## src/rtl/max_seq_pkg.sv

```systemverilog
// max_seq_pkg: shared types and constants for the max_seq_ctrl frame-maximum controller
package max_seq_pkg;
  typedef enum logic [2:0] {IDLE, FILL_A, FILL_B, CMP, DONE} state_t;
  localparam int DATA_W_DEF = 8;
  localparam logic [1:0] SEL_RUN = 2'd0;
  localparam logic [1:0] SEL_A = 2'd1;
  localparam logic [1:0] SEL_B = 2'd2;
endpackage

```

## src/rtl/max_seq_ctrl_max3.sv

```systemverilog
// max3_cmp: combinational 3-input unsigned max, strict '>' so ties keep the earliest operand
// Ports: i_run/i_a/i_b operands in priority order; o_max winning value; o_sel winner (SEL_RUN/SEL_A/SEL_B)
module max3_cmp
  import max_seq_pkg::*;
#(
  parameter int DATA_W = DATA_W_DEF
) (
  input  logic [DATA_W-1:0] i_run,
  input  logic [DATA_W-1:0] i_a,
  input  logic [DATA_W-1:0] i_b,
  output logic [DATA_W-1:0] o_max,
  output logic [1:0]        o_sel
);
  always_comb begin
    o_sel = (i_a > i_run) ? ((i_b > i_a) ? SEL_B : SEL_A) : ((i_b > i_run) ? SEL_B : SEL_RUN);
    o_max = (o_sel == SEL_A) ? i_a : (o_sel == SEL_B) ? i_b : i_run;
  end
endmodule

```

## src/rtl/max_seq_ctrl.sv

```systemverilog
// max_seq_ctrl: finds the maximum of a FRAME_LEN-sample frame, folding sample pairs through one max3_cmp
// Ports: i_clk, i_rst_n (async active-low); i_start frame start pulse (IDLE only);
//   i_valid/o_ready/i_data sample stream; o_valid/i_ready/o_max frame result; o_busy high outside IDLE;
//   o_idx 0-based position of the maximum, present only when MAX_SEQ_IDX_EN is defined.
module max_seq_ctrl
  import max_seq_pkg::*;
#(
  parameter int  DATA_W    = DATA_W_DEF,
  parameter int  FRAME_LEN = 6,
  localparam int CNT_W     = $clog2(FRAME_LEN + 1)
) (
  input  logic              i_clk,
  input  logic              i_rst_n,
  input  logic              i_start,
  input  logic              i_valid,
  output logic              o_ready,
  input  logic [DATA_W-1:0] i_data,
  output logic              o_busy,
  output logic              o_valid,
  input  logic              i_ready,
  output logic [DATA_W-1:0] o_max
`ifdef MAX_SEQ_IDX_EN
  ,
  output logic [CNT_W-1:0]  o_idx
`endif
);
  if (FRAME_LEN < 1) begin : g_bad_len
    $error("max_seq_ctrl: FRAME_LEN must be >= 1");
  end
  localparam logic [CNT_W-1:0] LAST = CNT_W'(FRAME_LEN);
  localparam bit ODD = (FRAME_LEN % 2) == 1;
  state_t r_state, w_state_nxt;
  logic [DATA_W-1:0] r_max, r_a, r_b, w_max;
  logic [CNT_W-1:0] r_cnt, w_cnt_nxt;
  logic [1:0] w_sel;
  logic w_hs_in, w_hs_out;
  assign w_hs_in = i_valid & o_ready;
  assign w_hs_out = o_valid & i_ready;
  assign w_cnt_nxt = r_cnt + CNT_W'(1);
  max3_cmp #(.DATA_W(DATA_W)) u_cmp (
    .i_run(r_max),
    .i_a  (r_a),
    .i_b  (r_b),
    .o_max(w_max),
    .o_sel(w_sel)
  );
  always_ff @(posedge i_clk or negedge i_rst_n)
    if (!i_rst_n) r_state <= IDLE;
    else r_state <= w_state_nxt;
  always_comb begin
    w_state_nxt = r_state;
    case (r_state)
      IDLE:    w_state_nxt = i_start ? FILL_A : IDLE;
      FILL_A:  w_state_nxt = !w_hs_in ? FILL_A : (w_cnt_nxt == LAST) ? CMP : FILL_B;
      FILL_B:  w_state_nxt = w_hs_in ? CMP : FILL_B;
      CMP:     w_state_nxt = (r_cnt == LAST) ? DONE : FILL_A;
      DONE:    w_state_nxt = w_hs_out ? IDLE : DONE;
      default: w_state_nxt = IDLE;
    endcase
  end
  always_comb begin
    o_ready = (r_state == FILL_A) || (r_state == FILL_B);
    o_busy = r_state != IDLE;
    o_valid = r_state == DONE;
    o_max = r_max;
  end
  always_ff @(posedge i_clk or negedge i_rst_n)
    if (!i_rst_n) begin
      r_max <= '0;
      r_a <= '0;
      r_b <= '0;
      r_cnt <= '0;
    end else begin
      if (r_state == IDLE && i_start) begin
        r_max <= '0;
        r_cnt <= '0;
      end
      if (r_state == FILL_A && w_hs_in) begin
        r_a <= i_data;
        r_cnt <= w_cnt_nxt;
        // last sample of an odd frame: pad b with 0, which can never win a strict compare
        if (w_cnt_nxt == LAST) r_b <= '0;
      end
      if (r_state == FILL_B && w_hs_in) begin
        r_b <= i_data;
        r_cnt <= w_cnt_nxt;
      end
      if (r_state == CMP && w_sel != SEL_RUN) r_max <= w_max;
    end
`ifdef MAX_SEQ_IDX_EN
  logic [CNT_W-1:0] r_idx, w_pos_a;
  // on the padded pass a holds the last sample, otherwise a is one before b
  assign w_pos_a = (ODD && r_cnt == LAST) ? r_cnt - CNT_W'(1) : r_cnt - CNT_W'(2);
  always_ff @(posedge i_clk or negedge i_rst_n)
    if (!i_rst_n) r_idx <= '0;
    else if (r_state == IDLE && i_start) r_idx <= '0;
    else if (r_state == CMP) r_idx <= (w_sel == SEL_A) ? w_pos_a : (w_sel == SEL_B) ? r_cnt - CNT_W'(1) : r_idx;
  assign o_idx = r_idx;
`endif
endmodule
```

## config.mk

```make
export PLATFORM = sky130hd
export DESIGN_NAME = max_seq_ctrl
export DESIGN_NICKNAME = d
export VERILOG_FILES = /design/src/rtl/max_seq_pkg.sv /design/src/rtl/max_seq_ctrl_max3.sv /design/src/rtl/max_seq_ctrl.sv
export SDC_FILE = /design/constraint.sdc
export NUM_CORES = 1
export LEC_CHECK = 0
export CORE_ASPECT_RATIO = 1.25
export CORE_MARGIN = 8
export CORE_UTILIZATION = 30
export DETAILED_ROUTE_END_ITERATION = 16
export GPL_TIMING_DRIVEN = 0
export HOLD_SLACK_MARGIN = 0.08
export PLACE_DENSITY = 0.56
export SKIP_CTS_REPAIR_TIMING = 1
export SYNTH_ARGS = -nofsm -noshare
export SYNTH_HDL_FRONTEND = slang
export SYNTH_SLANG_ARGS = --single-unit
```

## constraint.sdc

```tcl
create_clock -name i_clk -period 2.45 [get_ports i_clk]
set_input_delay 0.3675 -clock i_clk [delete_from_list [all_inputs] [get_ports i_clk]]
set_output_delay 0.3675 -clock i_clk [all_outputs]
set_load 0.05 [all_outputs]
```

# [Yosys cells after proc, flatten, opt, wreduce, memory -nomap -nowiden]
# Cells that the tools add are included.
[totals] word_cells=54 register_bits=30
[classes] eq_ne=9 reduce_logical=14 mux=20 bitwise=2 order_cmp=3 addsub=1
[op_table] op="$mux 8" n=7
[op_table] op="$gt 8x8->1" n=3
[op_table] op="$mux 3" n=5
[op_table] op="$pmux 3 s5" n=1
[op_table] op="$eq 3x3->1 const B" n=3
[op_table] op="$mux 2" n=4
[op_table] op="$reduce_bool 2->1" n=4
[op_table] op="$eq 3x2->1 const B" n=2
[op_table] op="$reduce_bool 3->1" n=2
[op_table] op="$logic_and 1x1->1" n=4
[op_table] op="$reduce_and 2->1" n=2
[op_table] op="$add 3x1->3 const B" n=1
[op_table] op="$eq 3x1->1 const B" n=1
[op_table] op="$logic_not 3->1" n=1
[op_table] op="$mux 1" n=3
[op_table] op="$ne 3x1->1 const B" n=1
[op_table] op="$and 1x1->1" n=2
[op_table] op="$eq 2x1->1 const B" n=1
[op_table] op="$eq 2x2->1 const B" n=1
[op_table] op="$logic_or 1x1->1" n=1

# [Logic depth before layout (Yosys ltp)]
# Gate-level depths: netlist of the first run.
[depth] word_depth=7 mapped_depth=10 mapped_depth_nobuf=9

# [Hierarchy]
# From an unflattened synthesis of the first run, not the netlist that was laid out.
[unflattened] hier_cells=235 area_unflattened_um2=2179.6
[modules_own_cells] mod="max_seq_ctrl" n_inst=1 area_per_inst_um2=1381.3 seq_area_each_um2=750.7 cells_per_inst=134
[modules_own_cells] mod="max3_cmp" n_inst=1 area_per_inst_um2=798.3 seq_area_each_um2=0.0 cells_per_inst=101

# [Least setup slack after synthesis of the first run]
# No wires, ideal clock.
[synth_timing] path_kind="register to register" from="register r_max[1] (netlist: o_max[1])" to="register r_max[1] (netlist: o_max[1])" path_stages_with_launch=11 arrival_time_ps=2073 path_slack_ps=243 n_path_buf=1 t_required_ps=2316 synth_period_minus_slack_ps=2207 setup_ps=134 cell_sequence="dfrtp_1 inv_1 ha_1 nor2b_4 o211ai_2 a21oi_2 o22ai_4 o21bai_1 buf_6 mux2i_1 mux2i_1"
[synth_via] elab_chain_cells=7 word_cells_on_any_way=13
[synth_lines] element="from (decl)" line="max_seq_ctrl.sv:33" source="logic [DATA_W-1:0] r_max, r_a, r_b, w_max;"
[synth_lines] element="from (signal assigned)" line="max_seq_ctrl.sv:88" source="if (r_state == CMP && w_sel != SEL_RUN) r_max <= w_max;"
[synth_lines] element="$gt 8x8->1" line="max_seq_ctrl_max3.sv:15" source="o_sel = (i_a > i_run) ? ((i_b > i_a) ? SEL_B : SEL_A) : ((i_b > i_run) ? SEL_B : SEL_RUN);"
[synth_lines] element="$mux 2" line="max_seq_ctrl_max3.sv:15"
[synth_lines] element="$mux 2 *" line="max_seq_ctrl_max3.sv:15"
[synth_lines] element="$reduce_bool 2->1" line="max_seq_ctrl.sv:88"
[synth_lines] element="$logic_and 1x1->1" line="max_seq_ctrl.sv:88"
[synth_lines] element="$ne 3x1->1 (no source line) / $reduce_bool 2->1 (equally long branches)"
[synth_lines] element="$reduce_and 2->1 (no source line)"
# Every way passes the cells marked *; elsewhere a longest branch is shown, timed or not.
# A chain may end at the register's enable or synchronous reset.

# [Worst setup path in the final report of the first run]
[layout_timing] from="register r_state[2]" to="output port o_busy"
[layout_via] elab_chain_cells=1
[layout_lines] element="from (decl)" line="max_seq_ctrl.sv:32" source="state_t r_state, w_state_nxt;"
[layout_lines] element="from (signal assigned)" line="max_seq_ctrl.sv:49" source="else r_state <= w_state_nxt;"
[layout_lines] element="$reduce_bool 3->1" line="max_seq_ctrl.sv:63" source="o_busy = r_state != IDLE;"
[layout_lines] element="to (decl)" line="max_seq_ctrl.sv:18" source="output logic o_busy,"
# No other way between the ends.

==> impl_metrics.tcl, run 1 <==
set metrics [dict create \
    outcome "finished clean" \
    portBuffers 23 \
    htreeDepth 2 \
    worstPathRequired_ns 2.08 \
    crit-reg2reg-launch "o_max[1]" \
    fin_crit_ns 2.28 \
    grt_pass1_vias 1629 \
    setup_tns_ns 0 \
    dpl.hpwl_um 3430 \
    avgSynthCellArea_sq_um 10.2 \
    antenna_found_initial 0 \
    setup_violations 0 \
    die-height_um 107 \
    drt_wl_total_um 4480 \
    clock_skew_ns 0.00633 \
    grtUsageTotal 0.106 \
    ys_dominant_reg_cell "dfrtp_1" \
    synth_edf_count 0 \
    drc_errors 0 \
    synth_nets 233 \
    synth_area_leaders "dfrtp_1 (38%), ha_1 (17%), mux2i_1 (8.1%)" \
    peakVddDrop_mv 0.547 \
    start_util 0.305 \
    clock-sinks 30 \
    synth_top_area_frac 0.382 \
    layout_worst_path_cycle_share 0.933 \
    num_rows 33 \
    drtIter0Drc 66 \
    yosysWarningCount 0 \
    post_dp_cell_area_sq_mm 0.00230 \
    tightest_slew_ns 0.707 \
    num_vias 1503 \
    switchingPower_mw 1.52 \
    io_pins 24 \
    fmax_mhz 438 \
    slew_viol_final 0 \
    p_per_area_mw_per_mm2 1420 \
    p_leak_nw 1.11 \
    antennaDiodeCount 0 \
    hold_class "input port to async pin" \
    p_seq_frac 0.262 \
    die_width_um 88.4 \
    drv_cap 0 \
    coreArea_sq_mm 0.00644 \
    maxSlewHeadroom 0.528 \
    die_area_sq_mm 0.00941 \
    p_clk_frac 0.146 \
    yosysTopAreaCell "dfrtp_1" \
    globalplace.congestion 0.839 \
    grt_pass1_wl_um 7580 \
    crit_start "r_state[2]" \
    hold_viol 0 \
    overflow 0 \
    timing.rr.end "o_max[6]" \
    clk_latency_ns 0.29 \
    clk_path_buf_depth 2 \
    ff2ff_path_depth 10 \
    crit_arrival_ns 1.92 \
    critPathCapture "o_busy" \
    syn2layout_area_growth_pct 22.7 \
    power_frac_comb 0.592 \
    cts_root_buf "clkbuf_8" \
    ys_async_sr_fraction 1.00 \
    netlist_instances 193 \
    design_area_sq_mm 0.00241 \
    fin_nets 263 \
    ys_ff_latch 30 \
    viasPerCell 4.83 \
    synth-seq-area-share 0.382 \
    layout-drive-gt1-share 0.103 \
    clk_pin_slew_ns 0.07 \
    intPower_mw 1.89 \
    path_max_fanout 9 \
    crit_path_end_kind "primary output" \
    wl_per_cell_um 14.4 \
    rrSetupSlack_ns 0.43 \
    switching_share 0.447 \
    synth_area_sq_mm 0.00197 \
    antenna_left 0 \
    rsz0062_at_grt "false" \
    critPathKind "flip-flop to primary output" \
    cts_buffers 5 \
    tritoncts "built" \
    grt_max_degree 31 \
    firstDrtPassIters 4 \
    synth_cell_types 37 \
    crit_path_start_kind "flip-flop" \
]
==> cells in the mapped netlist, drive strengths merged, types with 3 or more instances <==
| cell | n |
|---|---|
| a21oi | 15 |
| a22o | 8 |
| buf | 3 |
| dfrtp | 30 |
| ha | 27 |
| inv | 19 |
| mux2i | 16 |
| nand2 | 24 |
| nand3 | 3 |
| nand3b | 3 |
| nand4 | 6 |
| nor2 | 5 |
| nor2b | 3 |
| o211ai | 3 |
| o21ai | 14 |
| o22ai | 3 |
==> worst min-delay path by stage <==
stage          slack [ns]      from       end
5_1_grt              0.19   i_rst_n  r_cnt[0]
3_5_place_dp         0.46   i_rst_n    r_b[0]
6_report             0.13   i_rst_n  r_cnt[0]
4_1_cts              0.15   i_rst_n  r_cnt[1]
2_1_floorplan        0.07   i_rst_n  o_max[0]
3_3_place_gp         0.52  r_cnt[2]  r_cnt[2]
==> area by class of cell <==
| type | instances | area [sq um] |
|---|---|---|
| Multi-Input combinational cell | 140 | 1120 |
| Sequential cell | 30 | 751 |
| Inverter | 19 | 71.3 |
| Timing Repair Buffer | 23 | 230 |
| Tap cell | 87 | 109 |
| Buffer | 4 | 27.5 |
| Fill cell | 681 | 4030 |
| Clock buffer | 7 | 76.3 |
| Clock inverter | 1 | 30.0 |
==> layout by cell type (no fill, tap or decap), drive strengths merged, types with 2 or more instances in the layout <==
cell type	n
a22o	8
o211ai	3
mux2i	16
ha	27
nor2	5
clkdlybuf4s50	20
nand4	6
a21oi	15
o22ai	3
nand3	3
dfrtp	30
nand3b	3
inv	19
nand2	24
nor2b	3
nand2b	2
o21ai	14
buf	4
clkbuf	8
dlymetal6s2s	2
==> worst max-delay path, stage by stage, from the launching register on <==
cell	delay, ns
dfrtp_1	0.36
clkbuf_1	0.21
or3_1	0.35
clkdlybuf4s50_1	0.70
==> sequential cells by signal (all words and copies together) (netlist names) <==
register,flops
o_max,8
r_a,8
r_b,8
r_cnt,3
r_state,3
==> metal layers <==
layer | vias to the layer above | wire length [um] | GRT usage
li1 | 754 | - | -
met5 | - | 0 | 0
met2 | 18 | 2330 | 0.182
met1 | 725 | 1900 | 0.115
met3 | 6 | 155 | 0.0285
met4 | 0 | 88 | 0.0509
==> per-stage QoR <==
step | cells | hold slack [ns] | worst slack (ns) | power, mW | utilization
global placement | 303 | 0.523 | 0.308 | 2.93 | 0.358
global route | 311 | 0.187 | 0.0696 | 3.73 | 0.374
detailed placement | 303 | 0.460 | 0.328 | 2.95 | 0.357
CTS | 311 | 0.149 | 0.00357 | 3.46 | 0.374
finish | 311 | 0.129 | 0.165 | 3.41 | 0.374
floorplan | 193 | 0.0719 | 0.243 | 2.46 | -
==> cells by family after synthesis <==
group	count (synthesis)	share of synthesized area
AOI/OAI and AO/OA	48	0.178
xor gates and xnor gates	1	0.00446
adders and majority gates	27	0.172
buffers and inverters	23	0.0503
DFF	30	0.382
muxes	16	0.0815
and+or+nand+nor	48	0.132
==> power groups by stage <==
stage / logic [mW] / registers (mW) / clock network [mW]
2_1_floorplan: 1.51 / 0.945 / 0
3_3_place_gp: 2.03 / 0.899 / 0
3_5_place_dp: 2.05 / 0.901 / 0
4_1_cts: 2.06 / 0.893 / 0.508
5_1_grt: 2.27 / 0.925 / 0.534
6_report: 2.02 / 0.893 / 0.500
Power figures use the tool's default switching activity.
==> run 2: changes to the inputs <==
--- a/config.mk
+++ b/config.mk
@@ -13,6 +13,7 @@
 export HOLD_SLACK_MARGIN = 0.08
 export PLACE_DENSITY = 0.56
 export SKIP_CTS_REPAIR_TIMING = 1
+export SLEW_MARGIN = 40
 export SYNTH_ARGS = -nofsm -noshare
 export SYNTH_HDL_FRONTEND = slang
 export SYNTH_SLANG_ARGS = --single-unit
==> run 2 against run 1 <==
Clock power down 15%. Sequential cell count unchanged. Largest cell class unchanged. Critical path type unchanged. Critical endpoint unchanged. First-iteration DRC count down 39%.
==> impl_metrics.tcl, run 2 (synthesis gave the netlist of run 1 again) <==
set metrics [dict create \
    peakVddDrop_mv 0.527 \
    worstPathRequired_ns 2.08 \
    fin_crit_ns 2.29 \
    clk_pin_slew_ns 0.07 \
    fin_nets 265 \
    htreeDepth 2 \
    tritoncts "built" \
    antennaDiodeCount 0 \
    layout_commonest_cell "dfrtp_1" \
    maxSlewHeadroom 0.656 \
    num_vias 1514 \
    fill_cells 681 \
    drc_errors 0 \
    cts_root_buf "clkbuf_8" \
    syn2layout_area_growth_pct 24.0 \
    crit_arrival_ns 1.92 \
    p_leak_nw 1.13 \
    dpl.hpwl_um 3550 \
    grt_pass1_vias 1606 \
    cts_buffers 5 \
    grt_pass1_wl_um 7650 \
    fmax_mhz 437 \
    portBuffers 23 \
    setup_tns_ns 0 \
    rsz0062_at_grt "false" \
    critPathKind "flip-flop to primary output" \
    globalplace.congestion 0.839 \
    grt_max_degree 19 \
    outcome "finished clean" \
    dp_cells 304 \
    die-height_um 107 \
    viasPerCell 4.84 \
    die_width_um 88.4 \
    wl_per_cell_um 14.3 \
    slew_viol_final 0 \
    setup_violations 0 \
    hold_class "input port to async pin" \
    antenna_left 0 \
    crit_path_start_kind "flip-flop" \
    drtIter0Drc 40 \
    seq_area_sq_um 751 \
    num_rows 33 \
    grtUsageTotal 0.105 \
    antenna_found_initial 0 \
    firstDrtPassIters 4 \
    mostFrequentLayoutCells "dfrtp_1 (30), ha_1 (27), nand2_1 (24)" \
    overflow 0 \
    path_max_fanout 9 \
    post-place-ws_ns 0.311 \
    tightest_slew_ns 0.516 \
    p_total_mw 3.35 \
    layout-drive-gt1-share 0.115 \
    clk_latency_ns 0.28 \
    clock_skew_ns 0.00936 \
    io_pins 24 \
    drt_wl_total_um 4470 \
    multi_input_area_sq_mm 0.00112 \
    fin_ws_ns 0.161 \
    drv_cap 0 \
    clk_path_buf_depth 2 \
    p_per_area_mw_per_mm2 1370 \
    layout_worst_path_cycle_share 0.934 \
    fin_cells 313 \
    coreArea_sq_mm 0.00644 \
    clock-sinks 30 \
    crit_path_end_kind "primary output" \
    die_area_sq_mm 0.00941 \
    start_util 0.305 \
    hold_viol 0 \
]
## run 2: changes by cell type in the layout (fill, tap and decap cells not counted), sizes merged
cell,previous run,this run
bufinv,1,0
clkinvlp,0,1
clkinv,0,1
buf,4,5
dlygate4sd3,0,1
clkbuf,8,7
## run 2: per-stage QoR
| step | hold slack (ns) | cell area, sq um | util |
|---|---|---|---|
| 2_1_floorplan | 0.0719 | 1970 | - |
| 3_3_place_gp | 0.523 | 2300 | 0.358 |
| 3_5_place_dp | 0.304 | 2330 | 0.361 |
| 4_1_cts | -0.00514 | 2420 | 0.376 |
| 5_1_grt | 0.551 | 2440 | 0.378 |
| 6_report | 0.523 | 2440 | 0.378 |
## run 2: area by class of cell
class	count	share of cell area
clock inverter	2	0.00513
clock buffer	6	0.0339
multi-input combinational	140	0.458
inverter	19	0.0293
sequential	30	0.308
buffer	4	0.0113
tap	87	0.0447
timing repair buffer	25	0.110
## run 2: path summary, 6_finish.rpt
kind	cells past startpoint	from	slack [ns]	end
worst max-delay path	3	r_state[2]	0.16	o_busy
worst min-delay path	2	i_rst_n	0.52	r_b[0]
worst max register to register	10	o_max[1]	0.41	o_max[3]
worst min register to register	1	r_b[0]	0.54	r_b[0]
max in group asynchronous	3	i_rst_n	1.52	r_a[4]
min in group i_clk	1	r_b[0]	0.54	r_b[0]
## run 2: layer usage
metal	up-vias	part of all wire	track usage
met5	-	0	0
met4	0	0.017	0.0436
met3	7	0.033	0.0216
met2	18	0.51	0.183
met1	728	0.43	0.119
li1	761	-	-
## run 2: worst max-delay path, cell delays in order (launching register included)
cell             delay [ns]
dfrtp_1                0.36
clkbuf_1               0.22
or3_1                  0.36
clkdlybuf4s50_1        0.70
## run 2: power breakdown
group	leakage [nW]	internal, mW	total (mW)	switching, mW
Combinational	0.693	0.901	2.04	1.13
Sequential	0.385	0.689	0.887	0.199
Clock	0.0472	0.226	0.426	0.200
